<file path="src/rtl/mmss_pkg.sv">
// Shared constants for the minutes:seconds timer.
package mmss_pkg;

    localparam logic [5:0] SEC_MAX  = 6'd59;

    // dir encodings
    localparam logic       DIR_UP   = 1'b0;
    localparam logic       DIR_DOWN = 1'b1;

    // sel encodings (adjust target)
    localparam logic       SEL_SEC  = 1'b0;
    localparam logic       SEL_MIN  = 1'b1;

endpackage

</file>
<file path="src/rtl/mmss_timer_tick_gen.sv">
// Clock-enable prescaler: counts 0..DIV-1 while enabled and pulses step
// combinationally in the enabled cycle whose count is DIV-1.
module tick_gen #(
    parameter int DIV = 2
) (
    input  logic clk,
    input  logic rst,
    input  logic en,
    input  logic clr,
    output logic step
);

    localparam int           CW   = (DIV > 1) ? $clog2(DIV) : 1;
    localparam logic [CW-1:0] LAST = CW'(DIV - 1);
    localparam logic [CW-1:0] ONE  = CW'(1);

    logic [CW-1:0] cnt;

    // step only fires when enabled, so a held (gated) count never steps
    assign step = en && (cnt == LAST);

    // prescaler count: clear wins, otherwise advance and roll over when enabled
    always_ff @(posedge clk or posedge rst) begin
        if (rst)
            cnt <= '0;
        else if (clr)
            cnt <= '0;
        else if (en)
            cnt <= (cnt == LAST) ? '0 : cnt + ONE;
    end

endmodule

</file>
<file path="src/rtl/mmss_timer.sv">
// Minutes:seconds up/down timer with optional wrap, per-field adjust and a
// sticky done flag. Single clock; rate control via clock-enable prescalers.
// RUN_DIV and ADJ_DIV must be >= 2 and MIN_MAX < 2**MIN_W.
module mmss_timer
    import mmss_pkg::*;
#(
    parameter int CLK_HZ  = 100_000_000,
    parameter int TICK_HZ = 1,
    parameter int ADJ_HZ  = 2,
    parameter int MIN_MAX = 59,
    parameter int MIN_W   = 6,
    parameter int WRAP    = 0
) (
    input  logic             clk,
    input  logic             rst,
    input  logic             pause,
    input  logic             dir,
    input  logic             adj,
    input  logic             sel,
    output logic [5:0]       seconds,
    output logic [MIN_W-1:0] minutes,
    output logic             done,
    output logic             tick
);

    localparam int               RUN_DIV = CLK_HZ / TICK_HZ;
    localparam int               ADJ_DIV = CLK_HZ / ADJ_HZ;
    localparam logic [MIN_W-1:0] MIN_TOP = MIN_W'(MIN_MAX);
    localparam logic [MIN_W-1:0] MIN_ONE = MIN_W'(1);
    localparam logic [5:0]       SEC_ONE = 6'd1;

    logic             run_en, run_step, adj_step;
    logic [5:0]       sec_n;
    logic [MIN_W-1:0] min_n;
    logic             done_n, tick_n;

    // adjust overrides pause, pause overrides done, done halts the run count
    assign run_en = !adj && !pause && !done;

    tick_gen #(.DIV(RUN_DIV)) u_run (
        .clk  (clk),
        .rst  (rst),
        .en   (run_en),
        .clr  (adj),
        .step (run_step)
    );

    tick_gen #(.DIV(ADJ_DIV)) u_adj (
        .clk  (clk),
        .rst  (rst),
        .en   (adj),
        .clr  (!adj),
        .step (adj_step)
    );

    // field arithmetic and done handling for adjust and run steps
    always_comb begin
        sec_n  = seconds;
        min_n  = minutes;
        done_n = done;
        tick_n = run_step || adj_step;
        if (adj) begin
            done_n = 1'b0;
            if (adj_step) begin
                if (sel == SEL_MIN)
                    min_n = (minutes == MIN_TOP) ? '0 : minutes + MIN_ONE;
                else
                    sec_n = (seconds == SEC_MAX) ? '0 : seconds + SEC_ONE;
            end
        end else if (run_step) begin
            if (dir == DIR_UP) begin
                if (seconds != SEC_MAX) begin
                    sec_n = seconds + SEC_ONE;
                end else if (minutes != MIN_TOP) begin
                    sec_n = '0;
                    min_n = minutes + MIN_ONE;
                end else if (WRAP != 0) begin
                    sec_n = '0;
                    min_n = '0;
                end else begin
                    // saturate: value held, still counts as an applied step
                    done_n = 1'b1;
                end
            end else begin
                if (seconds == '0 && minutes == '0) begin
                    done_n = 1'b1;
                end else begin
                    if (seconds != '0) begin
                        sec_n = seconds - SEC_ONE;
                    end else begin
                        sec_n = SEC_MAX;
                        min_n = minutes - MIN_ONE;
                    end
                    // landing on 00:00 flags done on the same edge
                    if (seconds == SEC_ONE && minutes == '0)
                        done_n = 1'b1;
                end
            end
        end
    end

    // registered outputs
    always_ff @(posedge clk or posedge rst) begin
        if (rst) begin
            seconds <= '0;
            minutes <= '0;
            done    <= 1'b0;
            tick    <= 1'b0;
        end else begin
            seconds <= sec_n;
            minutes <= min_n;
            done    <= done_n;
            tick    <= tick_n;
        end
    end

endmodule

</file>
<file path="config.mk">
export PLATFORM = sky130hd
export DESIGN_NAME = mmss_timer
export DESIGN_NICKNAME = d
export VERILOG_FILES = /design/src/rtl/mmss_pkg.sv /design/src/rtl/mmss_timer_tick_gen.sv /design/src/rtl/mmss_timer.sv
export SDC_FILE = /design/constraint.sdc
export NUM_CORES = 1
export LEC_CHECK = 0
export ABC_AREA = 1
export BUFFER_PORTS_ARGS = -buffer_cell sky130_fd_sc_hd__buf_4
export CORE_MARGIN = 2
export CORE_UTILIZATION = 55
export CTS_BUF_LIST = sky130_fd_sc_hd__clkbuf_2 sky130_fd_sc_hd__clkbuf_4 sky130_fd_sc_hd__clkbuf_8
export DETAILED_ROUTE_END_ITERATION = 8
export PLACE_DENSITY_LB_ADDON = 0.12
export SYNTH_ARGS = -nofsm -noshare
export SYNTH_HDL_FRONTEND = slang
export SYNTH_SLANG_ARGS = --single-unit
</file>
<file path="constraint.sdc">
create_clock -name clk -period 2.8 [get_ports clk]
set_input_delay 0.56 -clock clk [delete_from_list [all_inputs] [get_ports clk]]
set_output_delay 0.56 -clock clk [all_outputs]
set_load 0.005 [all_outputs]
</file>
==> flow_metrics.env <==
export IMPL_status="complete, no violations"
export IMPL_yosysTopAreaCellShare=0.364
export IMPL_io_buffers=19
export IMPL_dp_hpwl_um=8220
export IMPL_setup_tns_ns=0
export IMPL_vias_per_cell=5.46
export IMPL_synth_cell_types=36
export IMPL_grt_overflow=0
export IMPL_finClkSkew_ns=0.0168
export IMPL_synth_area_leader_cell="dfrtp_1"
export IMPL_hold_path_class="in -> async"
export IMPL_end_kind="flop"
export IMPL_post_cts_buffers=0
export IMPL_slew_headroom=0.691
export IMPL_drtPass1Iterations=5
export IMPL_drc=0
export IMPL_avgSynthCellArea_sq_um=6.88
export IMPL_drtIter0Drc=350
export IMPL_tightest_slew_ns=0.462
export IMPL_vdd_drop_max_mv=0.484
export IMPL_cts_tree="done"
export IMPL_yosysSeqAreaShare=0.364
export IMPL_reg2reg_slack_ns=0.91
export IMPL_area_growth_pct=9.56
export IMPL_syn_num_nets=684
export IMPL_dieArea_sq_mm=0.00912
export IMPL_grt_max_degree=28
export IMPL_holdWs_ns=0.216
export IMPL_die_y_um=95.5
export IMPL_synth_area_leaders="dfrtp_1, nand2_1, nor2_1"
export IMPL_io_pins=20
export IMPL_cts_root_buf="clkbuf_8"
export IMPL_cp_start_kind="flop"
export IMPL_hold_violations=0
export IMPL_synthCells=669
export IMPL_critPathArrivalTime_ns=2.12
export IMPL_grt_antenna_before_repair=0
export IMPL_clk_pin_slew_ns=0.08
export IMPL_multi_input_area_sq_mm=0.00259
export IMPL_clk_latency_ns=0.36
export IMPL_drv_cap=0
export IMPL_powerDensity_mw_per_mm2=510
export IMPL_mostFrequentLayoutCell="nand2_1"
export IMPL_diodes=0
export IMPL_layout_common_cells="nand2_1, nor2_1, nand3_1, dfrtp_1, inv_1"
export IMPL_yosys_register_bits=67
export IMPL_grt_pass1_wl_um=18700
export IMPL_post_route_period_util=0.674
export IMPL_ctsHoldBuffers=0
export IMPL_cts_max_path_buffers=2
export IMPL_setup_viol=0
export IMPL_core_sq_mm=0.00818
export IMPL_regArea_sq_mm=0.00168
export IMPL_cts_htree_levels=3
export IMPL_rsz0062_at_grt="false"
export IMPL_num_fill_cells=769
export IMPL_drive_above_1_share=0.106
export IMPL_nets=706
export IMPL_wl_per_cell_um=13.8
export IMPL_fin_util=0.617
export IMPL_power_leakage_nw=2.22
export IMPL_cp_max_fo=12
export IMPL_clock_sinks=67
export IMPL_synth_area_sq_mm=0.00461
export IMPL_ys_warn_count=0
export IMPL_period_needed_ns=1.89
export IMPL_ant_nets=0
export IMPL_crit_type="reg -> reg"
export IMPL_cts_resized=0
export IMPL_vias=4372
export IMPL_track_usage=0.263
export IMPL_chipWidth_um=95.5
export IMPL_slew_violations=0
export IMPL_worstPathRequired_ns=3.03
export IMPL_num_rows=33
export IMPL_fmaxAchievable_mhz=530
export IMPL_grt_pass1_vias=3901
export IMPL_drt_wl_total_um=11000
export IMPL_start_util=0.563
export IMPL_gp_congestion=0.993
export IMPL_cts_buffers=9
-- report_power, final --
group,internal [mW],leakage (nW),total (mW),switching (mW)
registers,1.02,0.925,1.13,0.112
clock network,0.469,0.110,0.863,0.394
logic,0.240,1.19,0.578,0.338
total,1.73,2.22,2.57,0.845
-- worst paths after layout --
| path | startpoint | to | depth (start not counted) |
|---|---|---|---|
| worst min register to register | u_adj.cnt[0]$_DFF_PP0_ | u_adj.cnt[0]$_DFF_PP0_ | 1 |
| max in group asynchronous | rst | u_adj.cnt[3]$_DFF_PP0_ | 3 |
| min in group clk | u_adj.cnt[0]$_DFF_PP0_ | u_adj.cnt[0]$_DFF_PP0_ | 1 |
| worst min-delay path | rst | u_run.cnt[26]$_DFFE_PP0P_ | 2 |
| worst max-delay path | u_run.cnt[0]$_DFFE_PP0P_ | seconds[4]$_DFFE_PP0P_ | 10 |
| worst max register to register | u_run.cnt[0]$_DFFE_PP0P_ | seconds[4]$_DFFE_PP0P_ | 10 |
-- routing by layer --
layer	routed length (um)	up-vias	GRT usage
met1	5160	1989	0.382
met2	4910	164	0.401
met5	0	-	0
li1	-	2203	-
met3	806	16	0.0498
met4	148	0	0.0726
-- sequential cells by signal (all words and copies together), names as in the netlist --
signal / count
seconds: 6
u_run.cnt: 27
minutes: 6
u_adj.cnt: 26
done: 1
tick: 1
-- worst max-delay path, cell delays in order (launching register included) --
cell     delay (ns)
dfrtp_1        0.40
ha_1           0.24
nand3_1        0.17
inv_2          0.13
nand2_2        0.10
nor2_1         0.16
nand3_1        0.10
nand2_2        0.20
nand2_2        0.13
nand2_1        0.08
nand2_1        0.06
-- cell families after synthesis --
logic type,Yosys count,synth area share
simple gates,423,0.414
buf+inv,83,0.0725
flops,67,0.364
compound gates,56,0.0663
fa+ha+maj,9,0.0245
xor+xnor,31,0.0590
-- through the flow --
step | cells | area, sq um | setup WS, ns | total power [mW]
floorplan | 669 | 4610 | 0.557 | 1.55
global placement | 785 | 4840 | 0.905 | 1.71
detailed placement | 785 | 4840 | 0.868 | 1.72
CTS | 801 | 5050 | 0.912 | 2.58
global route | 801 | 5050 | 0.757 | 2.72
finish | 801 | 5050 | 0.913 | 2.57
-- cells in the mapped netlist (all sizes together) --
cell,count
inv,72
xor2,23
nor3,21
xnor2,8
dfrtp,67
buf,8
a21o,1
o22ai,10
nor4,2
o211ai,1
clkbuf,3
o21bai,1
a31oi,1
or2,2
nand2,184
nor2,124
nand3b,1
o21ai,28
ha,9
o32ai,1
nand4,17
and2,3
a21oi,13
nand3,69
-- layout make-up --
type / count / area share
clock buffers: 12 / 0.0315
clock inverters: 4 / 0.00967
flip-flops and latches: 67 / 0.332
well taps: 105 / 0.0260
inverters: 72 / 0.0536
multi-input cells: 519 / 0.514
repair buffers: 22 / 0.0327
(Power assumes the default switching activity.)
